**src/rtl/mem_seq_pkg.sv**
```systemverilog
// Shared types and constants for the byte-serial memory access sequencer.
// Holds the FSM state encoding, the request size codes and the legality rule for a request.
package mem_seq_pkg;

    typedef enum logic [1:0] {IDLE, ISSUE, WAIT, DONE} state_t;

    localparam logic [1:0] SIZE_BYTE = 2'b00;
    localparam logic [1:0] SIZE_WORD = 2'b10;
    localparam int         NUM_LANES = 4;

    // Only byte accesses and naturally aligned word accesses are served.
    function automatic logic is_illegal(input logic [1:0] size, input logic [1:0] addr_lo);
        return !((size == SIZE_BYTE) || ((size == SIZE_WORD) && (addr_lo == 2'b00)));
    endfunction

endpackage

```
**src/rtl/mem_access_sequencer_load_extend.sv**
```systemverilog
// Turns the assembled load lanes into the core-facing result.
// A word passes through unchanged; a byte is zero- or sign-extended from lane 0.
module load_extend
    import mem_seq_pkg::*;
(
    input  logic [31:0] i_bytes,
    input  logic [1:0]  i_size,
    input  logic        i_signed,
    output logic [31:0] o_data
);

    logic w_fill;

    assign w_fill = i_bytes[7] & i_signed;
    assign o_data = (i_size == SIZE_WORD) ? i_bytes : {{24{w_fill}}, i_bytes[7:0]};

endmodule

```
**src/rtl/mem_access_sequencer.sv**
```systemverilog
// Multi-cycle load/store sequencer in front of a single-port, byte-wide data memory.
// Each access is split into byte beats; done pulses for one cycle when the access retires.
module mem_access_sequencer
    import mem_seq_pkg::*;
#(
    parameter int ADDR_WIDTH = 32,
    parameter int DATA_WIDTH = 32,
    parameter int RD_LATENCY = 1
) (
    input  logic                  clk,
    input  logic                  rst,
    input  logic                  req_valid,
    input  logic                  req_write,
    input  logic [1:0]            req_size,
    input  logic                  req_signed,
    input  logic [ADDR_WIDTH-1:0] req_addr,
    input  logic [DATA_WIDTH-1:0] req_wdata,
    output logic                  req_ready,
    output logic                  done,
    output logic                  err,
    output logic [DATA_WIDTH-1:0] rdata,
    output logic [ADDR_WIDTH-1:0] mem_addr,
    output logic [7:0]            mem_wdata,
    output logic                  mem_we,
    output logic                  mem_re,
    input  logic [7:0]            mem_rdata
);

    localparam int              LAT_W    = $clog2(RD_LATENCY + 1);
    localparam logic [LAT_W-1:0] LAT_LAST = LAT_W'(RD_LATENCY - 1);

    state_t                        r_state;
    state_t                        w_state_next;
    logic                          r_write;
    logic                          r_signed;
    logic                          r_err;
    logic [1:0]                    r_size;
    logic [ADDR_WIDTH-1:0]         r_addr;
    logic [DATA_WIDTH-1:0]         r_wdata;
    logic [1:0]                    r_beat;
    logic [LAT_W-1:0]              r_lat;
    logic [NUM_LANES-1:0][7:0]     r_lanes;
    logic [DATA_WIDTH-1:0]         r_rdata;
    logic [ADDR_WIDTH-1:0]         r_mem_addr;
    logic [7:0]                    r_mem_wdata;

    logic                          w_illegal;
    logic                          w_last_beat;
    logic                          w_lat_done;
    logic [1:0]                    w_beat_next;
    logic [ADDR_WIDTH-1:0]         w_addr_next;
    logic [7:0]                    w_wbyte_next;
    logic [NUM_LANES-1:0][7:0]     w_lanes_cap;
    logic [DATA_WIDTH-1:0]         w_ext;

    assign w_illegal    = is_illegal(req_size, req_addr[1:0]);
    assign w_last_beat  = (r_size == SIZE_WORD) ? (r_beat == 2'd3) : 1'b1;
    assign w_lat_done   = (r_lat == LAT_LAST);
    assign w_beat_next  = r_beat + 2'd1;
    assign w_addr_next  = r_addr + ADDR_WIDTH'(w_beat_next);
    assign w_wbyte_next = r_wdata[{w_beat_next, 3'b000} +: 8];

    // The byte arriving this cycle is merged in so a final beat can retire straight to DONE.
    always_comb begin
        w_lanes_cap         = r_lanes;
        w_lanes_cap[r_beat] = mem_rdata;
    end

    load_extend u_load_extend (
        .i_bytes  (w_lanes_cap),
        .i_size   (r_size),
        .i_signed (r_signed),
        .o_data   (w_ext)
    );

    always_ff @(posedge clk or posedge rst) begin
        if (rst) r_state <= IDLE;
        else     r_state <= w_state_next;
    end

    always_comb begin
        // NOTE: every combinational output gets a default before the case so no path infers a latch.
        w_state_next = r_state;
        case (r_state)
            IDLE:  if (req_valid) w_state_next = w_illegal ? DONE : ISSUE;
            ISSUE: begin
                if (!r_write)         w_state_next = WAIT;
                else if (w_last_beat) w_state_next = DONE;
            end
            WAIT:  if (w_lat_done) w_state_next = w_last_beat ? DONE : ISSUE;
            DONE:  w_state_next = IDLE;
            default: w_state_next = IDLE;
        endcase
    end

    assign req_ready = (r_state == IDLE);
    assign mem_we    = (r_state == ISSUE) &&  r_write;
    assign mem_re    = (r_state == ISSUE) && !r_write;
    assign done      = (r_state == DONE);
    assign err       = (r_state == DONE) && r_err;
    assign mem_addr  = r_mem_addr;
    assign mem_wdata = r_mem_wdata;
    assign rdata     = r_rdata;

    always_ff @(posedge clk or posedge rst) begin
        if (rst) begin
            r_write     <= 1'b0;
            r_signed    <= 1'b0;
            r_err       <= 1'b0;
            r_size      <= SIZE_BYTE;
            r_addr      <= '0;
            r_wdata     <= '0;
            r_beat      <= '0;
            r_lat       <= '0;
            r_lanes     <= '0;
            r_rdata     <= '0;
            r_mem_addr  <= '0;
            r_mem_wdata <= '0;
        end else begin
            // NOTE: sequential state uses non-blocking assignments so every register samples pre-edge values.
            case (r_state)
                IDLE: if (req_valid) begin
                    r_write  <= req_write;
                    r_signed <= req_signed;
                    r_size   <= req_size;
                    r_addr   <= req_addr;
                    r_wdata  <= req_wdata;
                    r_err    <= w_illegal;
                    r_beat   <= '0;
                    r_lat    <= '0;
                    if (!w_illegal) begin
                        r_mem_addr <= req_addr;
                        if (req_write) r_mem_wdata <= req_wdata[7:0];
                    end
                end
                ISSUE: begin
                    r_lat <= '0;
                    if (r_write && !w_last_beat) begin
                        r_beat      <= w_beat_next;
                        r_mem_addr  <= w_addr_next;
                        r_mem_wdata <= w_wbyte_next;
                    end
                end
                WAIT: begin
                    if (w_lat_done) begin
                        r_lanes <= w_lanes_cap;
                        if (w_last_beat) begin
                            r_rdata <= w_ext;
                        end else begin
                            r_beat     <= w_beat_next;
                            r_mem_addr <= w_addr_next;
                        end
                    end else begin
                        r_lat <= r_lat + LAT_W'(1);
                    end
                end
                default: ;
            endcase
        end
    end

endmodule
```
**config.mk**
```make
export PLATFORM = sky130hd
export DESIGN_NAME = mem_access_sequencer
export DESIGN_NICKNAME = d
export VERILOG_FILES = /design/src/rtl/mem_seq_pkg.sv /design/src/rtl/mem_access_sequencer_load_extend.sv /design/src/rtl/mem_access_sequencer.sv
export SDC_FILE = /design/constraint.sdc
export NUM_CORES = 1
export LEC_CHECK = 0
export CORE_MARGIN = 8
export CORE_UTILIZATION = 50
export CTS_CLUSTER_DIAMETER = 120
export DETAILED_ROUTE_END_ITERATION = 16
export GPL_ROUTABILITY_DRIVEN = 1
export PLACE_DENSITY_LB_ADDON = 0.15
export SYNTH_ARGS = -nofsm -noshare
export SYNTH_HDL_FRONTEND = slang
export SYNTH_HIERARCHICAL = 1
export SYNTH_SLANG_ARGS = --single-unit
```
**constraint.sdc**
```tcl
create_clock -name clk -period 12.4 [get_ports clk]
set_input_delay 2.48 -clock clk [delete_from_list [all_inputs] [get_ports clk]]
set_output_delay 2.48 -clock clk [all_outputs]
set_load 0.02 [all_outputs]
```
Yosys cells after proc, flatten, opt, wreduce, memory -nomap -nowiden
Index checks and enable logic that the tools add are counted.
W data, S select, Z words.
Storage, ports and cells
  logic and storage cells: 91
  bits of input ports: 79
  bits in registers: 178
Cells by class
  equal/unequal tests: 13
  shift operators: 1
  bitwise gates (word level): 2
  mux-type cells: 31
  add/sub/neg operators: 3
  magnitude comparators: 2
  reduce and logical (&&, ||, !) cells: 23
Operators by type and width (number)
  $mux W32: 6
  $pmux W32 S3: 1
  $mux W8: 5
  $add A32 B2 Y32: 1
  $bwmux W32: 1
  $shiftx A32 B6 Y8: 1
  $mux W2: 10
  $demux W8 S2: 1
  $pmux W8 S2: 1
  $eq A2 B2 Y1 const B: 5
  $reduce_and A5 Y1: 2
  $ne A2 B2 Y1 const B: 4
  $pmux W2 S4: 1
  $logic_and A1 B1 Y1: 6
  $logic_not A2 Y1: 3
  $pmux W2 S3: 1
  $reduce_and A2 Y1: 3
  $reduce_and A3 Y1: 2
  $reduce_and A6 Y1: 1
  $ne A2 B1 Y1 const B: 2
  $logic_not A1 Y1: 3
  $lt A2 B3 Y1 const B: 1
  $mux W1: 3
  $ne A3 B3 Y1 const B: 1
  other kinds (10): 10

Logic depth before layout (Yosys ltp)
  depth after elaboration: 7
  gate-level depth with buffers: 10
  mapped depth without buffers: 8

Cells and area by module
The synthesis kept the hierarchy.
Modules (own cells, without submodules)
  mem_access_sequencer: sequential area each 4429.2 µm², area each 8394.3 µm², times used 1, cells each 667
  load_extend: sequential area each 0.0 µm², area each 456.7 µm², times used 1, cells each 63

Least setup slack after synthesis
No wires, ideal clock.
  path type: in2reg
  start point: input req_addr[1]
  end point: register r_mem_addr[29], in the netlist mem_addr[29]
  stages: 6
  slack: 8.402 ns
  arrival time: 3.928 ns
  setup time: 0.070 ns
  cells stage by stage: o21ai_0 nand2_1 a2111o_1 clkbuf_1 or4_1 nand3b_1
On the way
  word-level cells in the longest chain between the ends: 5
RTL lines
  start, declared: line mem_access_sequencer.sv:16  | input logic [ADDR_WIDTH-1:0] req_addr,
  $logic_not A2 Y1: line mem_seq_pkg.sv:13  | return !((size == SIZE_BYTE) || ((size == SIZE_WORD) && (addr_lo == 2'b00)));
  $logic_and A1 B1 Y1: line mem_seq_pkg.sv:13
  $logic_or A1 B1 Y1: line mem_seq_pkg.sv:13
  $ne A2 B1 Y1 (no line)
  $reduce_and A6 Y1 (no line)
  end signal, assigned: line mem_access_sequencer.sv:132  | r_mem_addr <= req_addr;
  end signal, assigned: line mem_access_sequencer.sv:140  | r_mem_addr <= w_addr_next;
  end signal, assigned: line mem_access_sequencer.sv:151  | r_mem_addr <= w_addr_next;
  end, declared: line mem_access_sequencer.sv:44  | logic [ADDR_WIDTH-1:0] r_mem_addr;
No other way between the ends.
A chain may end at the register's enable or synchronous reset.

Worst setup path in the final report
  start point: register r_state[1]
  end point: output mem_we
On the way
  word-level cells in the longest chain between the ends: 2
RTL lines
  start, declared: line mem_access_sequencer.sv:32  | state_t r_state;
  start signal, assigned: line mem_access_sequencer.sv:78  | else r_state <= w_state_next;
  $eq A2 B1 Y1: line mem_access_sequencer.sv:97  | assign mem_we = (r_state == ISSUE) && r_write;
  $logic_and A1 B1 Y1: line mem_access_sequencer.sv:97
  end, declared: line mem_access_sequencer.sv:24  | output logic mem_we,
No other way between the ends.

==> results.cfg <==
[placement]
gp_congestion = 0.854
port_buffers = 155
placed_area_mm2 = 0.0105
placedCellCount = 1064
dp_hpwl_mm = 15.3

[sta]
period_share = 0.402
rsz0062_at_grt = no
finalSetupViolCount = 0
worst_pin_slew_ns = 1.08
fin_crit_ns = 4.98
fin_worst_skew_ns = 0.00985
maxSlewHeadroom = 0.279
maxSlewViolCount = 0
final_hold_viol_count = 0
tns_ns = 0
clock.fmax_mhz = 201

[floorplanning]
num_rows = 48
core-area_mm2 = 0.0173
dieHeight_um = 149
ios = 156
die_area_mm2 = 0.0222
initial_core_util = 0.512
die_x_um = 149

[power_and_ir_drop]
switching_power_w = 0.00126
combPwrFrac = 0.505
p_leak_nw = 4.78
switching_share = 0.386
pwr-share-clk = 0.162
p_total_w = 0.00325
p_int_w = 0.00199
power_frac_seq = 0.333
ir_worst_vdd_uv = 171
p_per_area_mw_per_mm2 = 294

[layout]
instances_no_fill = 1094
areaGrowthSynthToFinish_pct = 24.8
finalInstanceArea_mm2 = 0.0110
n_fill_cell = 1341
multi_input_area_mm2 = 0.00404
drive_gt1_frac = 0.257
antenna_cells = 0
final_core_util = 0.639
nets = 948
seqCellArea_mm2 = 0.00443

[cts]
cts_buffers = 17
clockRootBuffer = clkbuf_16
cts_setup_buffers = 0
clk_pin_slew_ns = 0.06
cts_tree = yes
cts-resized-gates = 0
htreeDepth = 4
clockBufferDepth = 2
cts_sinks = 177
cts.hold.buffers_added = 0
clkLatencyLatePin_ns = 0.43

[synthesis]
synth_top_flop_cell = dfrtp_1
netlist_top_cells_count = dfrtp_1 (177), mux2_2 (166), nand2_1 (64), mux2i_1 (40), o21ai_0 (37)
synth_area_leaders = dfrtp_1 (50%), mux2_2 (21%), mux2i_1 (4.5%), nand2_1 (2.7%), o21ai_0 (2.1%)
synth_top_area_cell = dfrtp_1
yosysMostFrequentCell = dfrtp_1
synth_area_mm2 = 0.00885
synth-edff-count = 0
syn_nets = 820
ys_seq_elements = 177
syn_area_per_cell_um2 = 12.1
async_reset_ff_frac = 1.00
yosysSeqAreaShare = 0.500
yosys_warnings = 6
synthesis.instances = 730
ys_types = 51
synth_top_area_share = 0.500

[routing]
wl_per_cell_um = 19.8
drt-vias-per-instance = 5.57
dr.first_iter.drc_count = 260
vias = 6089
firstDrtPassIters = 5
final_antenna_net_count = 0
drc = 0
routed_wl_mm = 21.7

[grt]
grt_use_total = 0.199
grt_max_degree = 98
antenna_found_initial = 2
first_global_vias = 6580
grt_overflow = 0
grt_pass1_wl_mm = 34.6

[setup_path]
worstSetupPathType = flip-flop to primary output
startpoint_type = flip-flop
cp.required_ns = 9.92
critPathLaunch = r_state[1]$_DFFE_PP0P_
reg2reg_from = r_beat[0]$_DFFE_PP0P_
critPathMaxFanout = 13
cp.arrival_ns = 2.50
crit_path_end_kind = primary output

[hold_path]
hp-class = flip-flop to flip-flop
hp-start = r_err$_DFFE_PP0P_

[run_status]
status = finished clean

[run]
cap_violations = 0
[kinds of logic after synthesis]
family | count (synthesis) | share of synthesized area
adders and majority gates | 11 | 0.0164
AOI/OAI and AO/OA | 77 | 0.0564
muxes | 214 | 0.277
xor gates and xnor gates | 22 | 0.0218
DFF | 177 | 0.500
and+or+nand+nor | 144 | 0.0835
buffers and inverters | 85 | 0.0447
[layout by cell type (no fill, tap or decap), types with 6 or more instances in the layout]
cell,synthesis,layout
dfrtp_1,177,177
mux2i_1,40,40
inv_1,34,33
nand4_1,9,9
o221ai_1,6,6
o21ai_0,37,37
mux4_2,8,8
clkdlybuf4s50_1,0,155
mux2_2,166,166
nor3_1,6,6
nand2_1,64,63
a21oi_1,11,11
xnor2_1,7,7
nor2_1,19,19
nand3_1,17,17
xor2_1,15,15
ha_1,10,10
clkbuf_16,0,17
[layout make-up]
class | instances | area share
Inverter | 34 | 0.0120
Timing Repair Buffer | 160 | 0.144
Clock buffer | 21 | 0.0426
Multi-Input combinational cell | 468 | 0.365
Clock inverter | 9 | 0.00985
Sequential cell | 177 | 0.401
Tap cell | 225 | 0.0255
[critical path: stages, from the launching register on]
cell             delay, ns
dfrtp_1               0.40
inv_1                 0.11
ha_1                  0.62
and2_1                0.27
clkdlybuf4s50_1       0.67
[flip-flops by register name (all words and copies together) (netlist names)]
register / flops
r_write: 1
r_beat: 2
r_signed: 1
r_err: 1
r_wdata: 32
mem_addr: 32
r_addr: 32
r_size: 2
r_state: 2
mem_wdata: 8
r_lanes: 32
rdata: 32
[power by group through the flow]
stage,clock (W),combinational [W],sequential (W)
floorplan,0,0.00108,0.00115
global placement,0,0.00159,0.00107
detailed placement,0,0.00165,0.00109
CTS,0.000539,0.00166,0.00108
global route,0.000564,0.00178,0.00112
finish,0.000526,0.00164,0.00108
[metal layers]
metal	share of wire	global-route usage
met1	0.42	0.239
met2	0.51	0.339
met3	0.053	0.0485
met4	0.020	0.0727
met5	0.00088	0
[worst paths after layout]
check / endpoint / slack (ns) / cells past startpoint
worst min-delay path: r_err$_DFFE_PP0P_ / 0.48 / 2
worst max register to register: mem_addr[24]$_DFFE_PP0P_ / 8.48 / 8
min in group asynchronous: rdata[27]$_DFFE_PP0P_ / 2.61 / 2
max in group asynchronous: mem_wdata[3]$_DFFE_PP0P_ / 8.19 / 3
worst min register to register: r_err$_DFFE_PP0P_ / 0.48 / 2
worst max-delay path: mem_we / 7.42 / 4
[stage by stage]
| step | setup slack [ns] | hold WS, ns |
|---|---|---|
| floorplan | 5.12 | 0.442 |
| finish | 7.42 | 0.484 |
| global route | 7.30 | 0.516 |
| CTS | 7.36 | 0.484 |
| global placement | 7.20 | 0.461 |
| detailed placement | 7.06 | 0.470 |
Power figures use the tool's default switching activity.
